[config.mk]
export PLATFORM = sky130hd
export DESIGN_NAME = ram_1p_arb
export DESIGN_NICKNAME = d
export VERILOG_FILES = /design/src/rtl/ram_arb_pkg.sv /design/src/rtl/rr_arb2.sv /design/src/rtl/ram_1p_arb.sv
export SDC_FILE = /design/constraint.sdc
export NUM_CORES = 1
export LEC_CHECK = 0
export ABC_AREA = 0
export CAP_MARGIN = 5
export CORE_AREA = 3 3 120 122
export DETAILED_ROUTE_END_ITERATION = 8
export DIE_AREA = 0 0 123 125
export GPL_TIMING_DRIVEN = 1
export HOLD_SLACK_MARGIN = 0.1
export PLACE_DENSITY_LB_ADDON = 0.25
export SLEW_MARGIN = 5
export SYNTH_ARGS = -nofsm -noshare
export SYNTH_HDL_FRONTEND = slang
export SYNTH_SLANG_ARGS = --single-unit
[constraint.sdc]
create_clock -name clk_i -period 2.7 [get_ports clk_i]
set_input_delay 0.54 -clock clk_i [delete_from_list [all_inputs] [get_ports clk_i]]
set_output_delay 0.54 -clock clk_i [all_outputs]
set_load 0.01 [all_outputs]
[src/rtl/ram_arb_pkg.sv]
// Shared types for the two-host RAM arbiter: host indices and the
// registered response bookkeeping.
package ram_arb_pkg;

    localparam int NumHosts = 2;

    typedef enum logic {
        HostInstr = 1'b0,
        HostData  = 1'b1
    } host_e;

    typedef struct packed {
        logic  valid;
        host_e owner;
        logic  err;
    } rsp_t;

    // Unsigned distance from the window base; a wrap below base lands far above any span.
    function automatic logic [31:0] addrOffset(input logic [31:0] addr, input logic [31:0] base);
        return addr - base;
    endfunction

endpackage

[src/rtl/rr_arb2.sv]
// Two-input round-robin grant. The pointer names the host that wins the
// next contended cycle and moves only when a grant is actually issued.
module rr_arb2
    import ram_arb_pkg::*;
(
    input  logic       clk_i,
    input  logic       rst_i,
    input  logic [1:0] req_i,
    output logic [1:0] gnt_o
);

    host_e r_prio;
    host_e w_prioNext;

    always_ff @(posedge clk_i) begin
        if (rst_i) begin
            r_prio <= HostInstr;
        end else begin
            r_prio <= w_prioNext;
        end
    end

    // A grant is always a transfer, so the pointer hands priority to the other host.
    always_comb begin
        gnt_o      = 2'b00;
        w_prioNext = r_prio;
        if (!rst_i) begin
            case (req_i)
                2'b01:   gnt_o = 2'b01;
                2'b10:   gnt_o = 2'b10;
                2'b11:   gnt_o = (r_prio == HostInstr) ? 2'b01 : 2'b10;
                default: gnt_o = 2'b00;
            endcase
            if (gnt_o[0]) begin
                w_prioNext = HostData;
            end else if (gnt_o[1]) begin
                w_prioNext = HostInstr;
            end
        end
    end

endmodule

[src/rtl/ram_1p_arb.sv]
// Shares one single-port RAM between an instruction host and a data host;
// out-of-window accesses are answered locally with an error response.
module ram_1p_arb
    import ram_arb_pkg::*;
#(
    parameter int          Depth    = 128,
    parameter logic [31:0] BaseAddr = 32'h0000_0000
) (
    input  logic                         clk_i,
    input  logic                         rst_i,

    input  logic [NumHosts-1:0]          h_req_i,
    input  logic [NumHosts-1:0]          h_we_i,
    input  logic [NumHosts-1:0][3:0]     h_be_i,
    input  logic [NumHosts-1:0][31:0]    h_addr_i,
    input  logic [NumHosts-1:0][31:0]    h_wdata_i,
    output logic [NumHosts-1:0]          h_gnt_o,
    output logic [NumHosts-1:0]          h_rvalid_o,
    output logic [NumHosts-1:0]          h_err_o,
    output logic [NumHosts-1:0][31:0]    h_rdata_o,

    output logic                         m_req_o,
    output logic                         m_we_o,
    output logic [3:0]                   m_be_o,
    output logic [31:0]                  m_addr_o,
    output logic [31:0]                  m_wdata_o,
    input  logic                         m_rvalid_i,
    input  logic [31:0]                  m_rdata_i
);

    localparam logic [31:0] SpanBytes = 32'(Depth * 4);

    logic [NumHosts-1:0] w_gnt;
    logic                w_any;
    host_e               w_win;
    logic [31:0]         w_offset;
    logic                w_inRange;
    rsp_t                r_rsp;

    rr_arb2 u_arb (
        .clk_i (clk_i),
        .rst_i (rst_i),
        .req_i (h_req_i),
        .gnt_o (w_gnt)
    );

    assign h_gnt_o = w_gnt;

    // Winner's request is steered to the RAM only when it falls inside the window.
    always_comb begin
        w_any     = |w_gnt;
        w_win     = w_gnt[1] ? HostData : HostInstr;
        w_offset  = addrOffset(h_addr_i[w_win], BaseAddr);
        w_inRange = (w_offset < SpanBytes);

        m_req_o   = w_any & w_inRange;
        m_we_o    = m_req_o & h_we_i[w_win];
        m_be_o    = m_req_o ? h_be_i[w_win]    : 4'h0;
        m_addr_o  = m_req_o ? w_offset         : 32'h0;
        m_wdata_o = m_req_o ? h_wdata_i[w_win] : 32'h0;
    end

    always_ff @(posedge clk_i) begin
        if (rst_i) begin
            r_rsp <= '{valid: 1'b0, owner: HostInstr, err: 1'b0};
        end else begin
            r_rsp.valid <= w_any;
            r_rsp.owner <= w_win;
            r_rsp.err   <= w_any & ~w_inRange;
        end
    end

    // Responses are masked while in reset so a RAM reply already in flight is dropped.
    always_comb begin
        h_rvalid_o = '0;
        h_err_o    = '0;
        h_rdata_o  = '0;
        if (!rst_i && r_rsp.valid) begin
            if (r_rsp.err) begin
                h_rvalid_o[r_rsp.owner] = 1'b1;
                h_err_o[r_rsp.owner]    = 1'b1;
            end else if (m_rvalid_i) begin
                h_rvalid_o[r_rsp.owner] = 1'b1;
                h_rdata_o[r_rsp.owner]  = m_rdata_i;
            end
        end
    end

    rspMatchesRam: assert property (@(posedge clk_i) disable iff (rst_i)
        (r_rsp.valid && !r_rsp.err) |-> m_rvalid_i);

endmodule

After elaboration in Yosys (flattened, before gate mapping)
Cells that the tools add are included.
- flip-flop bits (word level): 4
- bits of input ports: 175
- logic and storage cells: 51
- order comparisons: 4
- eq/ne operators: 3
- multiplexer cells: 30
- bitwise logic cells: 5
- reductions and logical operators: 5
- operator list (cell ; number):
    $mux 32 ; 7
    $mux 64 ; 3
    $and 64x64->64 ; 1
    $demux 32 s1 ; 1
    $lt 32x10->1 const B ; 1
    $mux 2 ; 8
    $mux 4 ; 3
    $mux 1 ; 6
    $pmux 2 s3 ; 1
    $eq 2x2->1 const B ; 2
    $lt 1x2->1 const B ; 2
    $and 1x1->1 ; 3
    $eq 2x1->1 const B ; 1
    $logic_and 1x1->1 ; 2
    $reduce_bool 2->1 ; 1
    $reduce_or 2->1 ; 1
    $demux 1 s1 ; 1
    $ge 1x1->1 const B ; 1
    $logic_not 1->1 ; 1
    $not 1->1 ; 1

Logic depth before layout (Yosys ltp)
- depth after elaboration: 10
- gate-level depth with buffers: 7
- depth with buffers taken out: 5

Hierarchy
Synthesis repeated with hierarchy kept, for this count alone.
- cells, all modules: 251
- area, all modules: 1824.2 µm²
- by module, submodules not included (module ; instances ; cells an instance ; area an instance (µm²) ; seq. area each (µm²)):
    ram_1p_arb ; 1 ; 244 ; 1762.9 ; 60.1
    rr_arb2 ; 1 ; 7 ; 61.3 ; 20.0

Worst setup path after synthesis
No wires, ideal clock.
- kind: input port to output port
- start point: input port h_addr_i[63] (netlist bit)
- end point: output port m_wdata_o[23]
- arrival: 2.118 ns
- required time: 2.160 ns
- slack: 0.042 ns
- stages on the path: 5
- path buffers: 1
- cells stage by stage: or4_4 o41ai_4 buf_6 a32oi_1 nor2_1
- word-level cells in the longest chain between the ends: 5
- RTL lines (element ; RTL line ; text):
    start: declaration ; ram_1p_arb.sv:15 ; input logic [NumHosts-1:0][31:0] h_addr_i,
    $mux 32 (not written as such) (2 in a row) ; ram_1p_arb.sv:53 ; w_offset = addrOffset(h_addr_i[w_win], BaseAddr);
    $lt 32x10->1 ; ram_1p_arb.sv:54 ; w_inRange = (w_offset < SpanBytes);
    $and 1x1->1 ; ram_1p_arb.sv:56 ; m_req_o = w_any & w_inRange;
    $mux 32 ; ram_1p_arb.sv:60 ; m_wdata_o = m_req_o ? h_wdata_i[w_win] : 32'h0;
    end: declaration ; ram_1p_arb.sv:26 ; output logic [31:0] m_wdata_o,
No other way between the ends. The select of a mux whose other input is x is not followed.

Worst setup path after layout
- start point: input port h_addr_i[44] (netlist bit)
- end point: output port m_addr_o[4]
- word-level cells in the longest chain between the ends: 5
- RTL lines (element ; RTL line ; text):
    $mux 32 (not written as such) (2 in a row) ; ram_1p_arb.sv:53 ;
    $lt 32x10->1 ; ram_1p_arb.sv:54 ;
    $and 1x1->1 ; ram_1p_arb.sv:56 ;
    $mux 32 ; ram_1p_arb.sv:59 ; m_addr_o = m_req_o ? w_offset : 32'h0;
    end: declaration ; ram_1p_arb.sv:25 ; output logic [31:0] m_addr_o,
No other way between the ends. The select of a mux whose other input is x is not followed.

==> impl_metrics.py <==
metrics = {
    "setup_path": {
        "cp_cell_sequence": "clkbuf_2, or4_4, buf_6, nor4_4, buf_4, buf_6, buf_6, buf_8, buf_6, a32oi_1, nor2_1, buf_2",
        "critPathLaunchType": "primary input",
        "cp_max_fo": 6,
        "cp-endpoint": "m_addr_o[4]",
        "worstReg2RegStart": "u_arb.r_prio",
        "critPathMaxStageDelay_ps": 580,
        "worstRegToRegCells": 10,
        "critPathCaptureType": "primary output",
        "cpMostUsedCell": "buf_6",
        "r2r_end": "r_rsp[0]",
        "required_ps": 2160,
        "worstSetupPathType": "in2out",
        "reg2reg_slack_ps": 960,
        "crit_slowest_cell": "or4_4",
        "cp_top_family": "buffers and inverters",
        "crit_cells": 12,
        "cp_data_arrival_time_ps": 2490,
        "crit_start": "h_addr_i[44]",
        "path_buf_inv": 8,
    },
    "route": {
        "avgRoutedWirePerCell_um": 19.1,
        "drc": 0,
        "dr.first_iter.drc_count": 90,
        "vias": 3403,
        "routed_via_density": 4.44,
        "postRouteAntennaNets": 0,
        "dr.pass1.iters": 4,
        "drt-total-wl_mm": 14.7,
    },
    "yosys": {
        "ys_types": 28,
        "netlist.area_leader.share": 0.244,
        "synth_edf_count": 0,
        "ys_async_sr_fraction": 0,
        "synth_cells": 262,
        "syn_avg_cell_area_um2": 6.37,
        "yosysTopAreaCell": "and3_1",
        "synth.top_cells.by_count": "and3_1 (65), nor2_1 (55), a32oi_1 (46), buf_4 (24), clkbuf_1 (22)",
        "synth_area_um2": 1670,
        "synthTopCellsByArea": "and3_1 (24%), a32oi_1 (24%), nor2_1 (12%), buf_4 (11%), clkbuf_1 (4.9%)",
        "synth_seq_cells": 4,
        "yosysMostFrequentCell": "and3_1",
        "ys.flop_type": "dfxtp_1",
        "yosysSeqAreaShare": 0.0480,
        "ys_warn_count": 0,
    },
    "floorplanning": {
        "die_y_um": 125,
        "die_w_um": 123,
        "num_rows": 42,
        "dieArea_um2": 15400,
        "core_um2": 13300,
        "pin_count": 315,
        "initial_core_util": 0.126,
    },
    "global_route": {
        "first_global_vias": 3593,
        "grt_max_degree": 69,
        "grt.overflow.total": 0,
        "grt_use_total": 0.168,
        "grt_pass1_wl_mm": 20.1,
        "antenna_found_initial": 0,
    },
    "placed_design": {
        "place.detailed.hpwl_mm": 10.1,
        "gp_congestion": 0.814,
        "pre_cts_ws_ps": -905,
        "postPlaceCellArea_um2": 4790,
        "io_buffers": 291,
        "dp.cells": 714,
    },
    "timing": {
        "hold_viol": 0,
        "period_needed_ps": 3030,
        "finalSetupTns_ps": -9920,
        "worst_slack_ps": -328,
        "setup_viol": 47,
        "grt_setup_unrepaired": "true",
        "fmax_mhz": 330,
        "finClkSkew_ps": 1.52,
        "finalCritPeriodShare": 1.12,
        "maxSlewViolCount": 0,
    },
    "run_status": {
        "violations": "negative setup slack",
        "status": "complete, but fails checks",
    },
    "clock_tree": {
        "clk_pin_slew_ps": 30,
        "clk-insertion-delay-late_ps": 220,
        "clock-root-buffer": "clkbuf_16",
        "cts_sinks": 4,
        "cts_made_buffers": 3,
        "htree_levels": 1,
        "ctsHoldBuffers": 0,
        "cts_tree": "built",
        "clock_path_buffers": 2,
    },
    "cells_and_area": {
        "final_core_util": 0.416,
        "fin_area_um2": 5530,
        "fin_cells": 766,
        "nNetsFinal": 767,
        "fill_cells": 1402,
        "n_antenna_cell": 0,
        "drive_gt1_frac": 0.249,
        "syn2layout_area_growth_pct": 232,
    },
    "power_and_ir_drop": {
        "pwr_density_cell_nw_per_um2": 132,
        "ir_drop_mv": 0.110,
        "leakagePower_uw": 0.00315,
    },
    "worst_hold_path": {
        "hold_path.class": "reg2reg",
    },
    "flow_run": {
        "drv_cap": 0,
    },
}
layout make-up:
class | count | area, um2 | share of cell area
timing repair buffer | 359 | 3670 | 0.662
multi-input combinational | 221 | 1480 | 0.268
tap | 176 | 220 | 0.0398
sequential | 4 | 80.1 | 0.0145
clock buffer | 3 | 75.1 | 0.0136
inverter | 3 | 11.3 | 0.00203
registers in the layout, summed over array words and instances (netlist names):
signal and cells:
r_rsp 3, u_arb.r_prio 1
cell families (layout without fill, tap and decap cells):
group,count (synthesis),in the layout,share of synthesized area
DFF,4,4,0.0480
muxes,1,1,0.00675
and+or+nand+nor,146,146,0.465
other,1,23,0.00225
AOI/OAI and AO/OA,51,51,0.271
buffers and inverters,59,365,0.207
power breakdown:
part | switching, uW | leakage [uW] | internal [uW]
Combinational | 149 | 0.00308 | 287
Sequential | 4.64 | 0.0000334 | 64.4
Clock | 38.9 | 0.0000370 | 189
worst min path at each step:
stage                 start           end  slack [ps]  depth (start not counted)
2_1_floorplan  u_arb.r_prio  u_arb.r_prio         450                          1
3_3_place_gp   u_arb.r_prio  u_arb.r_prio         540                          2
3_5_place_dp   u_arb.r_prio  u_arb.r_prio         560                          2
4_1_cts        u_arb.r_prio  u_arb.r_prio         560                          2
5_1_grt        u_arb.r_prio  u_arb.r_prio         580                          2
6_report       u_arb.r_prio  u_arb.r_prio         560                          2
layer usage:
layer | vias up | GRT usage | part of all wire | wire length, um
met5 | - | 0 | 0 | 0
met4 | 0 | 0.0358 | 0.017 | 247
met3 | 14 | 0.0416 | 0.10 | 1470
met2 | 220 | 0.349 | 0.56 | 8230
met1 | 1559 | 0.160 | 0.32 | 4710
li1 | 1610 | - | - | -
per-stage QoR:
stage,hold WS [ps],total power [uW]
final,564,733
after global routing,584,771
after CTS,565,720
after detailed placement,556,478
after global placement,542,475
after floorplan,454,173
tightest hold or removal path: cells and delay by family, from the launching register on:
kind,cells,cell delay (ps)
compound gates,1,100
buf+inv,1,110
flops,1,320
timing repair:
item,in CTS,in global routing
resized for setup,316,55
cloned,12,3
setup endpoints to repair,116,95
setup buffers,38,8
pin swaps,28,35
cell usage in the layout, fill, tap and decap left out, types with 4 or more instances in the layout:
| cell | Yosys | routed |
|---|---|---|
| nor4_1 | 8 | 4 |
| buf_2 | 3 | 48 |
| and3_1 | 65 | 65 |
| clkdlybuf4s50_1 | 0 | 152 |
| buf_4 | 24 | 23 |
| buf_12 | 0 | 13 |
| buf_8 | 0 | 4 |
| nor2_1 | 55 | 53 |
| conb_1 | 1 | 23 |
| dlygate4sd2_1 | 0 | 55 |
| dfxtp_1 | 4 | 4 |
| a32oi_2 | 0 | 7 |
| dlymetal6s2s_1 | 0 | 29 |
| buf_16 | 0 | 9 |
| buf_6 | 4 | 19 |
| clkbuf_16 | 0 | 6 |
| a32oi_1 | 46 | 38 |
Note: power is estimated with default switching activity, not from simulation.
